File: src/rtl/usr_pkg.sv
// Shared definitions for the universal shift register sequencer.
// USR mode encodings, FSM state type and default data width.
package usr_pkg;

    localparam int WIDTH_DEF = 4;

    localparam logic [1:0] USR_HOLD = 2'b00;
    localparam logic [1:0] USR_SHR  = 2'b01;
    localparam logic [1:0] USR_SHL  = 2'b10;
    localparam logic [1:0] USR_LOAD = 2'b11;

    typedef enum logic [1:0] {
        S_IDLE,
        S_LOAD,
        S_SHIFT,
        S_RESP
    } state_t;

endpackage

File: src/rtl/usr_shift_cnt.sv
// Loadable down-counter tracking remaining shift cycles.
// Flags the last count and an empty (zero) count.
module usr_shift_cnt #(
    parameter int CNT_W = 3
) (
    input  logic             clk,
    input  logic             rest_n,
    input  logic             i_load,
    input  logic [CNT_W-1:0] i_val,
    input  logic             i_dec,
    output logic             o_last,
    output logic             o_zero
);

    logic [CNT_W-1:0] r_cnt;

    always_ff @(posedge clk or negedge rest_n) begin
        if (!rest_n) begin
            r_cnt <= '0;
        end else if (i_load) begin
            r_cnt <= i_val;
        end else if (i_dec && (r_cnt != '0)) begin
            r_cnt <= r_cnt - 1'b1;
        end
    end

    assign o_last = (r_cnt == {{(CNT_W-1){1'b0}}, 1'b1});
    assign o_zero = (r_cnt == '0);

endmodule

File: src/rtl/usr_seq_ctrl.sv
// Command sequencer driving one universal shift register:
// load, shift/rotate N cycles, then return the final word.
module usr_seq_ctrl
    import usr_pkg::*;
#(
    parameter int WIDTH = WIDTH_DEF,
    parameter int CNT_W = 3
) (
    input  logic             clk,
    input  logic             rest_n,
    input  logic             cmd_valid,
    output logic             cmd_ready,
    input  logic [WIDTH-1:0] cmd_data,
    input  logic             cmd_dir,
    input  logic             cmd_rot,
    input  logic [CNT_W-1:0] cmd_cnt,
    input  logic             ser_in,
    input  logic             abort,
    output logic [1:0]       usr_sel,
    output logic             usr_s_right,
    output logic             usr_s_left,
    output logic [WIDTH-1:0] usr_p_in,
    input  logic [WIDTH-1:0] usr_p_out,
    output logic             rsp_valid,
    input  logic             rsp_ready,
    output logic [WIDTH-1:0] rsp_data,
    output logic             busy
);

    state_t           r_state;
    state_t           w_next;
    logic [WIDTH-1:0] r_data;
    logic             r_dir;
    logic             r_rot;
    logic             w_accept;
    logic             w_shift;
    logic             w_last;
    logic             w_zero;
    logic             w_fill;

    assign w_accept = (r_state == S_IDLE) && cmd_valid && !abort;
    assign w_shift  = (r_state == S_SHIFT);

    usr_shift_cnt #(.CNT_W(CNT_W)) u_cnt (
        .clk    (clk),
        .rest_n (rest_n),
        .i_load (w_accept),
        .i_val  (cmd_cnt),
        .i_dec  (w_shift),
        .o_last (w_last),
        .o_zero (w_zero)
    );

    always_ff @(posedge clk or negedge rest_n) begin
        if (!rest_n) begin
            r_state <= S_IDLE;
            r_data  <= '0;
            r_dir   <= 1'b0;
            r_rot   <= 1'b0;
        end else begin
            r_state <= w_next;
            if (w_accept) begin
                r_data <= cmd_data;
                r_dir  <= cmd_dir;
                r_rot  <= cmd_rot;
            end
        end
    end

    always_comb begin
        w_next = r_state;
        unique case (r_state)
            S_IDLE: begin
                if (w_accept) w_next = S_LOAD;
            end
            S_LOAD: begin
                if (abort)       w_next = S_IDLE;
                else if (w_zero) w_next = S_RESP;
                else             w_next = S_SHIFT;
            end
            S_SHIFT: begin
                if (abort)       w_next = S_IDLE;
                else if (w_last) w_next = S_RESP;
            end
            S_RESP: begin
                if (rsp_ready) w_next = S_IDLE;
            end
            default: w_next = S_IDLE;
        endcase
    end

    // Rotate recirculates the bit falling off the far end.
    assign w_fill = r_rot ? (r_dir ? usr_p_out[WIDTH-1] : usr_p_out[0])
                          : ser_in;

    always_comb begin
        cmd_ready   = 1'b0;
        usr_sel     = USR_HOLD;
        usr_s_right = 1'b0;
        usr_s_left  = 1'b0;
        usr_p_in    = '0;
        rsp_valid   = 1'b0;
        rsp_data    = '0;
        busy        = (r_state != S_IDLE);
        unique case (r_state)
            S_IDLE: begin
                cmd_ready = !abort;
            end
            S_LOAD: begin
                usr_sel  = USR_LOAD;
                usr_p_in = r_data;
            end
            S_SHIFT: begin
                usr_sel     = r_dir ? USR_SHL : USR_SHR;
                usr_s_right = !r_dir && w_fill;
                usr_s_left  = r_dir && w_fill;
            end
            S_RESP: begin
                rsp_valid = 1'b1;
                rsp_data  = usr_p_out;
            end
            default: ;
        endcase
    end

endmodule

File: config.mk
export PLATFORM = sky130hd
export DESIGN_NAME = usr_seq_ctrl
export DESIGN_NICKNAME = d
export VERILOG_FILES = /design/src/rtl/usr_pkg.sv /design/src/rtl/usr_shift_cnt.sv /design/src/rtl/usr_seq_ctrl.sv
export SDC_FILE = /design/constraint.sdc
export NUM_CORES = 1
export LEC_CHECK = 0
export CAP_MARGIN = 20
export CORE_ASPECT_RATIO = 1.1
export CORE_UTILIZATION = 46
export CTS_BUF_LIST = sky130_fd_sc_hd__clkbuf_8
export DETAILED_ROUTE_END_ITERATION = 10
export HOLD_SLACK_MARGIN = 0.03
export PLACE_DENSITY = 0.87
export SYNTH_ARGS = -nofsm -noshare
export SYNTH_HDL_FRONTEND = slang
export SYNTH_SLANG_ARGS = --single-unit
File: constraint.sdc
create_clock -name clk -period 2.35 [get_ports clk]
set_input_delay 0.47 -clock clk [delete_from_list [all_inputs] [get_ports clk]]
set_output_delay 0.47 -clock clk [all_outputs]
set_load 0.05 [all_outputs]
## Word level (Yosys, flattened, before mapping)

Cells that the tools add are included.

- Add/subtract/negate cells: 1
- Equality and inequality tests: 7
- Multiplexer cells: 19
- Reduce and logical (&&, ||, !) cells: 13

Operators with widths:

| kind | count |
|---|---|
| 2-bit 2-to-1 mux | 6 |
| 4-bit 2-to-1 mux | 2 |
| 2-bit case mux with 4 select lines | 1 |
| 1-bit 2-to-1 mux | 7 |
| 3-bit 2-to-1 mux | 2 |
| 1-bit logical AND | 5 |
| 2-bit equality test, second input constant | 2 |
| 2-bit case mux with 2 select lines | 1 |
| 2-bit nonzero test | 2 |
| 3-bit by 1-bit equality test with 1-bit output, second input constant | 1 |
| 3-bit zero test | 1 |
| 3-bit != test, second input constant | 1 |
| 3-bit AND reduction | 1 |
| 3-bit nonzero test | 1 |
| 3-bit by 1-bit subtractor with 3-bit output, second input constant | 1 |
| 2-bit by 1-bit equality test with 1-bit output, second input constant | 1 |
| 1-bit zero test | 2 |
| 2-bit zero test | 1 |
| 2-bit by 1-bit != test with 1-bit output, second input constant | 1 |
| 2-bit != test, second input constant | 1 |

- Bits in registers: 11
- Bits of input ports: 19
- Output and inout bits: 15

## Depth between registers and ports, before layout

Gate-level depths: netlist of run 1.

- Depth in word-level cells: 5
- Depth in mapped cells: 7
- Mapped depth without buffers: 6

## Cells and area by module

Synthesis of run 1 repeated with hierarchy kept, for this count alone.

- Cell total of the unflattened synthesis: 76
- Area, all modules: 763.2 sq um

Modules (own cells, without submodules):

| module | times used | cells each | area an instance (sq um) |
|---|---|---|---|
| usr_seq_ctrl | 1 | 51 | 538.0 |
| usr_shift_cnt | 1 | 25 | 225.2 |

## Worst setup path before layout of run 1

No wires, ideal clock.

- Kind: reg-to-output
- Start: register r_state[0]
- End: output port usr_sel[1]
- Data arrival time: 1971 ps
- Data required time: 1880 ps
- Slack: -91 ps
- Stages on the path, launching flop included: 6
- Path through: dfrtp_1 > inv_1 > ha_1 > buf_2 > nand2_1 > a21boi_0

- Longest elaborated chain between the ends: 2
- Elaborated cells on any way between the ends: 3

Ends and longest elaborated chain:

| item | line | source |
|---|---|---|
| start: declaration | usr_seq_ctrl.sv:30 | `state_t r_state;` |
| start signal: assignment | usr_seq_ctrl.sv:61 | `r_state <= w_next;` |
| 2-bit equality test / 2-bit by 1-bit equality test with 1-bit output (equally long branches) | usr_seq_ctrl.sv:105 | `unique case (r_state)` |
| 2-bit case mux with 2 select lines (*) | usr_seq_ctrl.sv:105 |  |
| end: declaration | usr_seq_ctrl.sv:19 | `output logic [1:0] usr_sel,` |

Mark *: on every way between the ends. The rest lies on a longest branch, timed or not.

## Worst setup path in the final report of run 1

- Start: register r_state[1]
- End: output port rsp_valid

- Longest elaborated chain between the ends: 2

Ends and longest elaborated chain:

| item | line | source |
|---|---|---|
| 2-bit equality test | usr_seq_ctrl.sv:105 |  |
| 1-bit 2-to-1 mux | usr_seq_ctrl.sv:105 |  |
| end: declaration | usr_seq_ctrl.sv:24 | `output logic rsp_valid,` |

No other way between the ends.

==> results.py, run 1 <==
metrics = {
    "outcome": {
        "run_status": "complete, no violations",
    },
    "drt": {
        "wl_per_cell_um": 13.6,
        "num_vias": 682,
        "drc": 0,
        "viasPerCell": 5.25,
        "wl_mm": 1.76,
        "firstDrtPassIters": 4,
        "drtIter0Drc": 12,
        "ant_nets": 0,
    },
    "grt": {
        "grt_pass1_vias": 690,
        "grt_usage_pct": 22.8,
        "grt_pass1_wl_mm": 2.76,
        "grt_overflow": 0,
        "grt_start_max_net_pins": 12,
        "antenna_found_initial": 0,
    },
    "clock_network": {
        "clockRootBuffer": "clkbuf_8",
        "clock_latency_ns": 0.24,
        "post_cts_resized": 0,
        "cts_setup_buffers": 0,
        "h-tree-depth": 1,
        "cts_inserted_buffers": 3,
        "clockBufferDepth": 2,
        "clock-sinks": 11,
        "clk_pin_slew_ns": 0.05,
        "holdBufCountCts": 0,
        "cts_tree": "yes",
    },
    "logic_synthesis": {
        "syn_nets": 104,
        "yosysWarnings": 0,
        "synth_top_area_share_pct": 35.4,
        "synth.avg_cell_area_um2": 9.96,
        "syn_area_um2": 777,
        "synth_top_area_cell": "dfrtp_1",
        "yosysSeqAreaShare_pct": 35.4,
        "synthDistinctLibCells": 25,
        "syn_inst": 78,
        "synthTopCellsByArea": "dfrtp_1, mux2_4, ha_1",
        "synth_seq_cells": 11,
    },
    "hold_path": {
        "hold_class": "reg -> reg",
    },
    "layout": {
        "fin_cells": 130,
        "fin_nets": 140,
        "area.growth.synth_to_final_pct": 58.9,
        "drive_gt1_share_pct": 23.0,
        "nFillCells": 112,
        "diodes": 0,
    },
    "timing": {
        "drv_slew": 0,
        "finalSetupTns_ns": 0,
        "slew_headroom_pct": 66.6,
        "fmax_mhz": 457,
        "finalClockSkew_ns": 0.00337,
        "setup_viol": 0,
        "finalHoldViolations": 0,
        "min_period_ns": 2.19,
        "min_period_over_period_pct": 93.0,
        "tightest_slew_ns": 0.499,
        "rsz0062_at_grt": "no",
    },
    "run": {
        "max_cap_violations": 0,
    },
    "die": {
        "design.core.area_um2": 1580,
        "die-width_um": 41.2,
        "ios": 34,
        "start_util_pct": 49.3,
        "dieArea_um2": 1860,
        "die_y_um": 45.1,
        "rows": 15,
    },
    "setup_path": {
        "worst_setup_path_end_kind": "output pin",
        "arrival_ns": 1.72,
        "cp.required_ns": 1.88,
        "crit_path_top_delay_cell": "clkdlybuf4s50_1",
        "worstPathMaxFanout": 6,
        "path_cells": "ha_1, clkdlybuf4s50_1",
        "cp-start-kind": "flop",
        "slowest_delay_ns": 0.82,
        "critPathKind": "reg -> out",
    },
    "power_and_ir_drop": {
        "power_density_nw_per_um2": 1320,
        "p_leak_nw": 0.579,
        "ir_worst_vdd_v": 0.000732,
    },
    "placement": {
        "gp_congestion": 0.765,
        "place_inst": 126,
        "dpl.hpwl_mm": 1.37,
        "numPortBuffers": 33,
    },
}
==> synthesized netlist by cell type, drive strengths merged <==
cell type and instances:
nor2 5, dfrtp 11, inv 7, xnor2 1, mux2i 3, a22oi 1, nand2b 2, ha 7
nor3 1, a221oi 1, buf 2, mux2 7, and2b 1, nand2 4, and2 9, a21boi 1
o21ai 5, a21oi 4, o21a 2, a2111oi 1, nor2b 3
==> registers in the layout (all words and copies together) (netlist names) <==
register     count
r_state          2
r_dir            1
u_cnt.r_cnt      3
r_rot            1
r_data           4
==> path summary, 6_finish.rpt <==
check	start	slack, ns	depth (start not counted)	endpoint
worst max-delay path	r_state[1]	0.16	2	rsp_valid
worst min-delay path	r_data[2]	0.51	1	r_data[2]
worst max register to register	r_state[0]	0.64	5	u_cnt.r_cnt[1]
worst min register to register	r_data[2]	0.51	1	r_data[2]
max in group asynchronous	rest_n	1.44	1	r_data[2]
min in group asynchronous	rest_n	0.57	1	r_dir
==> cell type report <==
type	instances	area (um2)	share of cell area, %
flip-flops and latches	11	275	22.3
repair buffers	33	408	33.0
inverters	7	26.3	2.13
multi-input cells	58	459	37.2
well taps	17	21.3	1.72
clock buffers	3	41.3	3.34
clock inverters	1	3.75	0.304
==> routing by layer <==
metal | share of wire (%) | vias to the layer above | global-route usage (%)
li1 | - | 333 | -
met1 | 38 | 321 | 24.0
met2 | 56 | 23 | 40.0
met3 | 3.9 | 5 | 3.45
met4 | 2.0 | 0 | 14.2
met5 | 0 | - | 0
==> cell families (layout without fill, tap and decap cells) <==
group | after synthesis | after routing | share of synthesized area (%)
AO/OA/AOI/OAI | 15 | 15 | 11.9
XOR/XNOR | 1 | 1 | 1.13
adder cells (fa/ha/maj) | 7 | 7 | 11.3
buffers and inverters | 9 | 44 | 5.47
flip-flops | 11 | 11 | 35.4
multiplexers | 10 | 10 | 16.9
AND/OR/NAND/NOR | 25 | 25 | 17.9
==> power by group <==
part,total [mW],internal (mW),switching [mW]
Sequential,0.360,0.286,0.0737
Clock,0.184,0.115,0.0696
Combinational,1.09,0.493,0.595
Total,1.63,0.893,0.739
==> metrics by stage <==
step | power (mW) | area (um2) | setup WS (ns) | util [%] | hold slack [ns]
after floorplan | 1.08 | 777 | 0.238 | - | 0.174
after global placement | 1.42 | 1190 | 0.442 | 75.5 | 0.485
after detailed placement | 1.44 | 1190 | 0.414 | 75.5 | 0.488
after CTS | 1.65 | 1230 | 0.154 | 78.3 | 0.510
after global routing | 1.73 | 1230 | 0.0584 | 78.3 | 0.519
final | 1.63 | 1230 | 0.164 | 78.3 | 0.512
==> placed cells by master, fill, tap and decap left out, drive strengths merged, types with 3 or more instances in the layout <==
cell type and instances:
mux2 7, dfrtp 11, nor2b 3, o21ai 5, inv 8, mux2i 3, buf 14, and2 9
nand2 4, nor2 5, clkbuf 3, ha 7, clkdlybuf4s50 19, a21oi 4
==> critical path: cells and delay by family (launching register included) <==
kind                       cells  cell delay [ns]
adders and majority gates      1             0.24
buffers and inverters          1             0.82
DFF                            1             0.41
Power figures use the tool's default switching activity.
==> run 2, diff against run 1 <==
RECOVER_POWER = 25   (was default)
==> run 2 against run 1 <==
Sequential share of layout area did not move. Die area did not move. Clock power barely moved. Register-to-register slack barely moved. Non-clock buffer count did not move. Final cell count did not move. Fmax barely moved. Via count fell by 0.15%. Combinational power barely moved. Critical endpoint unchanged.
==> results.py, run 2 (synthesis gave the netlist of run 1 again) <==
metrics = {
    "layout": {
        "regMostFlops": "r_data",
        "fin_nets": 140,
        "diodes": 0,
        "nFillCells": 112,
        "finish.utilization_pct": 78.3,
        "area.growth.synth_to_final_pct": 58.9,
        "largest_reg_flops": 4,
        "final_common_cell": "clkdlybuf4s50_1",
        "largestRegisters": "r_data x4, u_cnt.r_cnt x3, r_state x2",
        "drive_gt1_share_pct": 23.0,
        "mostFrequentLayoutCells": "clkdlybuf4s50_1, dfrtp_1, and2_1, buf_12, inv_1",
    },
    "timing": {
        "slew_headroom_pct": 66.1,
        "finalHoldViolations": 0,
        "setup_viol": 0,
        "setup_slack_ns": 0.166,
        "finalClockSkew_ns": 0.00371,
        "fmax_mhz": 458,
        "drv_slew": 0,
        "rsz0062_at_grt": "no",
        "tightest_slew_ns": 0.508,
        "finalSetupTns_ns": 0,
        "min_period_ns": 2.18,
        "min_period_over_period_pct": 92.9,
        "timing.hold.ws_ns": 0.512,
    },
    "setup_path": {
        "ff2ff_setup_slack_ns": 0.64,
        "cp.required_ns": 1.88,
        "r2r-end": "u_cnt.r_cnt[1]",
        "worst_setup_path_end_kind": "output pin",
        "critPathKind": "reg -> out",
        "cp-start-kind": "flop",
        "arrival_ns": 1.71,
        "worstPathMaxFanout": 6,
        "reg2reg_depth": 5,
        "r2r_start": "r_state[0]",
    },
    "hold_path": {
        "min-delay-start": "r_data[2]",
        "hold_path_end": "r_data[2]",
        "holdPathStages": 1,
        "hold_class": "reg -> reg",
    },
    "drt": {
        "wl_per_cell_um": 13.6,
        "drc": 0,
        "wl_mm": 1.77,
        "firstDrtPassIters": 4,
        "ant_nets": 0,
        "drtIter0Drc": 11,
        "num_vias": 681,
        "viasPerCell": 5.24,
    },
    "grt": {
        "grt_overflow": 0,
        "antenna_found_initial": 0,
        "grt_start_max_net_pins": 12,
        "grt_pass1_vias": 690,
        "grt_usage_pct": 22.8,
        "grt_pass1_wl_mm": 2.76,
    },
    "clock_network": {
        "cts_setup_buffers": 0,
        "clock-sinks": 11,
        "post_cts_resized": 0,
        "clockRootBuffer": "clkbuf_8",
        "h-tree-depth": 1,
        "clock_latency_ns": 0.24,
        "cts_inserted_buffers": 3,
        "cts_tree": "yes",
        "clk_pin_slew_ns": 0.05,
        "holdBufCountCts": 0,
        "clockBufferDepth": 2,
    },
    "die": {
        "rows": 15,
        "die-width_um": 41.2,
        "ios": 34,
        "start_util_pct": 49.3,
        "design.core.area_um2": 1580,
        "dieArea_um2": 1860,
        "die_y_um": 45.1,
    },
    "power_and_ir_drop": {
        "p_leak_nw": 0.579,
        "ir_worst_vdd_v": 0.000732,
        "power_density_nw_per_um2": 1320,
    },
    "placement": {
        "pre_cts_ws_ns": 0.414,
        "numPortBuffers": 33,
        "dpl.hpwl_mm": 1.37,
        "gp_congestion": 0.765,
    },
    "run": {
        "max_cap_violations": 0,
    },
    "outcome": {
        "run_status": "complete, no violations",
    },
}
-- run 2: how the worst max path moves through the flow --
stage	from	end	slack, ns	cells after the start
floorplan	r_state[0]	usr_s_right	0.24	5
global placement	abort	u_cnt.r_cnt[1]	0.44	4
detailed placement	abort	u_cnt.r_cnt[1]	0.41	4
CTS	r_state[1]	rsp_valid	0.15	2
global route	r_state[0]	usr_s_right	0.06	5
finish	r_state[1]	rsp_valid	0.17	2
-- run 2: per-stage QoR --
| stage | cells | instance area [um2] | total power [mW] |
|---|---|---|---|
| finish | 130 | 1230 | 1.63 |
| global route | 130 | 1230 | 1.73 |
| CTS | 130 | 1230 | 1.65 |
| detailed placement | 126 | 1190 | 1.44 |
| global placement | 126 | 1190 | 1.42 |
| floorplan | 78 | 777 | 1.08 |
-- run 2: layout make-up --
cell class | instances | area (um2) | area share [%]
Clock buffer | 3 | 41.3 | 3.34
Clock inverter | 1 | 3.75 | 0.304
Inverter | 7 | 26.3 | 2.13
Multi-Input combinational cell | 58 | 459 | 37.2
Sequential cell | 11 | 275 | 22.3
Tap cell | 17 | 21.3 | 1.72
Timing Repair Buffer | 33 | 408 | 33.0
-- run 2: critical path, stage by stage (launching register included) --
cell and delay [ns]:
dfrtp_1 0.41, ha_1 0.24, clkdlybuf4s50_1 0.82
-- run 2: per-layer routing --
layer  GRT usage, %  part of all wire, %  vias up
li1               -                    -      333
met1           24.0                   38      320
met2           40.0                   56       23
met3           3.45                  3.9        5
met4           14.2                  2.0        0
met5              0                    0        -
-- run 2: power by group --
| group | internal (mW) | switching [mW] | total, mW |
|---|---|---|---|
| registers | 0.286 | 0.0738 | 0.360 |
| clock network | 0.115 | 0.0698 | 0.184 |
| logic | 0.492 | 0.596 | 1.09 |
| total | 0.893 | 0.739 | 1.63 |
==> run 3, diff against run 2 <==
CORE_ASPECT_RATIO = default   (was 1.1)
SLEW_MARGIN = 20   (was default)
==> run 3 against run 2 <==
Fmax grew 0.17%. Setup slack improved by 0.0037 ns. Combinational power is essentially flat. Register-to-register slack hardly changed. Power about the same. Clock power hardly changed. Die area about the same. Critical path depth did not move. Sequential share of layout area about the same. Sequential power about the same. First-iteration DRC count shrank 9.1%. Via count decreased by 1.5%.
==> results.py, run 3 (synthesis gave the netlist of run 1 again) <==
metrics = {
    "layout": {
        "diodes": 0,
        "drive_gt1_share_pct": 23.0,
        "largestRegisters": "r_data x4, u_cnt.r_cnt x3, r_state x2",
        "final_common_cell": "clkdlybuf4s50_1",
        "largest_reg_flops": 4,
        "regMostFlops": "r_data",
        "mostFrequentLayoutCells": "clkdlybuf4s50_1, dfrtp_1, and2_1, buf_12, inv_1",
        "nFillCells": 98,
        "fin_cells": 129,
        "area.growth.synth_to_final_pct": 58.8,
        "fin_nets": 140,
        "final_area_um2": 1230,
    },
    "timing": {
        "slew_headroom_pct": 67.5,
        "drv_slew": 0,
        "min_period_ns": 2.18,
        "finalHoldViolations": 0,
        "min_period_over_period_pct": 92.8,
        "finalSetupTns_ns": 0,
        "finalClockSkew_ns": 0.00428,
        "tightest_slew_ns": 0.486,
        "rsz0062_at_grt": "no",
        "setup_viol": 0,
        "setup_slack_ns": 0.170,
        "fmax_mhz": 459,
    },
    "power_and_ir_drop": {
        "power_density_nw_per_um2": 1320,
        "p_leak_nw": 0.579,
        "ir_worst_vdd_v": 0.000963,
    },
    "clock_network": {
        "clk_pin_slew_ns": 0.05,
        "clock_latency_ns": 0.23,
        "holdBufCountCts": 0,
        "clockRootBuffer": "clkbuf_8",
        "clock-sinks": 11,
        "h-tree-depth": 1,
        "cts_inserted_buffers": 3,
        "clockBufferDepth": 2,
        "cts_tree": "yes",
        "cts_setup_buffers": 0,
        "post_cts_resized": 0,
    },
    "grt": {
        "grt_overflow": 0,
        "grt_pass1_vias": 674,
        "grt_pass1_wl_mm": 2.86,
        "grt_start_max_net_pins": 12,
        "antenna_found_initial": 0,
        "grt_usage_pct": 20.0,
    },
    "placement": {
        "place_inst": 125,
        "numPortBuffers": 33,
        "gp_congestion": 0.949,
        "place_area_um2": 1190,
        "dpl.hpwl_mm": 1.33,
        "pre_cts_ws_ns": 0.407,
    },
    "drt": {
        "drtIter0Drc": 10,
        "wl_mm": 1.65,
        "wl_per_cell_um": 12.8,
        "drc": 0,
        "ant_nets": 0,
        "num_vias": 671,
        "firstDrtPassIters": 4,
        "viasPerCell": 5.20,
    },
    "die": {
        "design.core.area_um2": 1540,
        "start_util_pct": 50.4,
        "die_y_um": 43.1,
        "rows": 14,
        "die-width_um": 43.1,
        "dieArea_um2": 1860,
        "ios": 34,
    },
    "setup_path": {
        "worstPathMaxFanout": 6,
        "arrival_ns": 1.71,
        "worst_setup_path_end_kind": "output pin",
        "cp-start-kind": "flop",
        "reg2reg_depth": 5,
        "cp.required_ns": 1.88,
        "critPathKind": "reg -> out",
    },
    "run": {
        "max_cap_violations": 0,
    },
    "hold_path": {
        "hold_class": "reg -> reg",
        "holdPathStages": 1,
    },
    "outcome": {
        "run_status": "complete, no violations",
    },
}
## run 3: critical path, stage by stage (launching register included)
cell	delay, ns
dfrtp_1	0.42
ha_1	0.24
clkdlybuf4s50_1	0.82
## run 3: worst paths after layout
kind                             from        endpoint  slack, ns
min                         r_data[0]       r_data[0]       0.50
max reg2reg                r_state[0]  u_cnt.r_cnt[1]       0.64
min reg2reg                 r_data[0]       r_data[0]       0.50
min in group asynchronous      rest_n       r_data[1]       0.63
max                        r_state[1]       rsp_valid       0.17
max in group asynchronous      rest_n           r_rot       1.39
## run 3: power breakdown
group	internal, mW	total, mW	switching (mW)
Sequential	0.286	0.360	0.0740
Combinational	0.492	1.09	0.598
Clock	0.114	0.181	0.0665
## run 3: cell type report
cell class	instances	area (um2)	area share (%)
Clock buffer	3	41.3	3.35
Clock inverter	1	3.75	0.304
Inverter	7	26.3	2.13
Multi-Input combinational cell	58	459	37.2
Sequential cell	11	275	22.3
Tap cell	16	20.0	1.62
Timing Repair Buffer	33	408	33.1
## run 3: layer usage
metal	part of all wire, %	track usage, %	vias to the layer above
li1	-	-	330
met3	9.0	2.98	4
met5	0	0	-
met2	48	36.1	44
met4	1.3	4.85	0
met1	41	24.5	293
## run 3: stage by stage
step           utilization (%)  power (mW)  hold slack [ns]
3_5_place_dp              77.1        1.45            0.489
2_1_floorplan                -        1.08            0.174
6_report                  80.0        1.63            0.500
5_1_grt                   80.0        1.73            0.512
4_1_cts                   80.0        1.64            0.505
3_3_place_gp              77.1        1.42            0.492
==> patch (config.mk and constraints of run 1) <==
`CNT_W` is set to 3 in 2 places; all go to 6.
--- a/src/rtl/usr_shift_cnt.sv
+++ b/src/rtl/usr_shift_cnt.sv
@@ -1,7 +1,7 @@
 // Loadable down-counter tracking remaining shift cycles.
 // Flags the last count and an empty (zero) count.
 module usr_shift_cnt #(
-    parameter int CNT_W = 3
+    parameter int CNT_W = 6
 ) (
     input  logic             clk,
     input  logic             rest_n,
--- a/src/rtl/usr_seq_ctrl.sv
+++ b/src/rtl/usr_seq_ctrl.sv
@@ -4,7 +4,7 @@
     import usr_pkg::*;
 #(
     parameter int WIDTH = WIDTH_DEF,
-    parameter int CNT_W = 3
+    parameter int CNT_W = 6
 ) (
     input  logic             clk,
     input  logic             rest_n,
Ports: changed (resized cmd_cnt); port bits go from 34 to 37. No check against the original RTL was run, so the function may have changed too.
==> patch against run 1 <==
Wire length increased by 22%. Power is 21% higher. Worst setup slack got worse by 0.021 ns. Register-to-register slack lost 0.25 ns. Synthesized area up 20%. Design area increased by 19%. Sequential cell count up 3. Combinational power is 17% higher. Largest power group unchanged. Highest routed layer unchanged.
==> patch: results <==
{
  "drt-pass1-iter-count": 4,
  "clk_pin_slew_worst_paths_ns": 0.05,
  "clkLatencyLatePin_ns": 0.24,
  "clockBufferDepth": 2,
  "grt_usage_pct": 21.5,
  "ys_types": 26,
  "grt_first_pass_wirelength_mm": 3.46,
  "status": "finished clean",
  "synthArstFlopShare_pct": 100,
  "fin_skew_ns": 0.00252,
  "postCtsSetupBuffers": 0,
  "drive_above_1_share_pct": 22.5,
  "top_regs": "u_cnt.r_cnt (6), r_data (4), r_state (2)",
  "hpwl_mm": 1.77,
  "yosysSeqAreaShare_pct": 37.5,
  "antenna_found_initial": 0,
  "grt_max_degree": 15,
  "cts-buffers-inserted": 3,
  "synth_fp_nets": 127,
  "crit_arrival_ns": 1.74,
  "yosys_warnings": 0,
  "grt_pass1_vias": 824,
  "place_ws_ns": 0.322,
  "path_max_fanout": 6,
  "tightestPinTransition_ns": 0.620,
  "wl_per_cell_microns": 13.1,
  "ir_worst_vdd_v": 0.000954,
  "synth_area_leaders": "dfrtp_1 38%, ha_1 11%, mux2_2 7.2%",
  "via_per_inst": 4.93,
  "ys.flop_type": "dfrtp_1",
  "placed_area_sq_um": 1420,
  "fillers": 111,
  "htreeDepth": 1,
  "antenna_cells": 0,
  "io_buffers": 36,
  "hp-class": "flop to flop",
  "place.gp.congestion": 0.814,
  "synth_commonest_cells": "14 x dfrtp_1, 10 x nor2_1, 9 x a21oi_1, 9 x inv_1",
  "layout.nets": 169,
  "leakagePower_nw": 0.655
}
[patch: cell count changes in the layout (fill, tap and decap cells not counted), sizes merged, moves of 3 or more]
cell           delta
a21oi             +6
nor3              +4
clkdlybuf4s50     +3
o21ai             -4
dfrtp             +3
nor2              +5
[patch: worst max-delay path: cells and delay by family (launching register included)]
family                     cells  cell delay [ns]
buffers and inverters          1             0.83
DFF                            1             0.40
adders and majority gates      1             0.26
[patch: path summary, 6_finish.rpt]
kind | from | end | slack (ns) | cells past startpoint
min in group asynchronous | rest_n | u_cnt.r_cnt[5] | 0.61 | 1
max in group asynchronous | rest_n | r_rot | 1.34 | 1
worst max-delay path | r_state[0] | rsp_valid | 0.14 | 2
worst min-delay path | r_data[2] | r_data[2] | 0.51 | 1
worst max register to register | r_state[0] | u_cnt.r_cnt[5] | 0.39 | 6
worst min register to register | r_data[2] | r_data[2] | 0.51 | 1
[patch: per-layer routing]
metal / vias to the layer above / global-route usage (%) / share of wire (%)
li1: 407 / - / -
met1: 375 / 23.1 / 41
met2: 27 / 39.1 / 54
met3: 4 / 3.70 / 3.2
met4: 0 / 9.09 / 1.8
met5: - / 0 / 0
[patch: kinds of logic after synthesis]
family                     count (synthesis)  synth area share [%]
xor gates and xnor gates                   1                 0.939
adders and majority gates                  8                  10.7
and+or+nand+nor                           34                  20.8
buffers and inverters                     11                  4.96
AOI/OAI and AO/OA                         17                  11.3
DFF                                       14                  37.5
muxes                                     12                  13.8
[patch: power by group]
| group | internal [mW] | switching (mW) | total (mW) |
|---|---|---|---|
| Combinational | 0.558 | 0.712 | 1.27 |
| Clock | 0.148 | 0.0813 | 0.230 |
| Sequential | 0.364 | 0.118 | 0.482 |
| Total | 1.07 | 0.911 | 1.98 |
[patch: per-stage QoR]
step / instances / power, mW
global route: 165 / 2.10
floorplan: 97 / 1.27
global placement: 161 / 1.71
finish: 165 / 1.98
detailed placement: 161 / 1.76
CTS: 165 / 2.00
[patch: layout make-up]
type | instances | area [sq um] | area share [%]
Sequential cell | 14 | 350 | 23.7
Timing Repair Buffer | 39 | 465 | 31.6
Inverter | 9 | 33.8 | 2.29
Multi-Input combinational cell | 72 | 537 | 36.4
Tap cell | 27 | 33.8 | 2.29
Clock buffer | 4 | 55.1 | 3.73
[patch: repair_timing]
item	CTS	global route
setup endpoints to repair	0	1
resized for setup	0	1
hold buffers	0	0
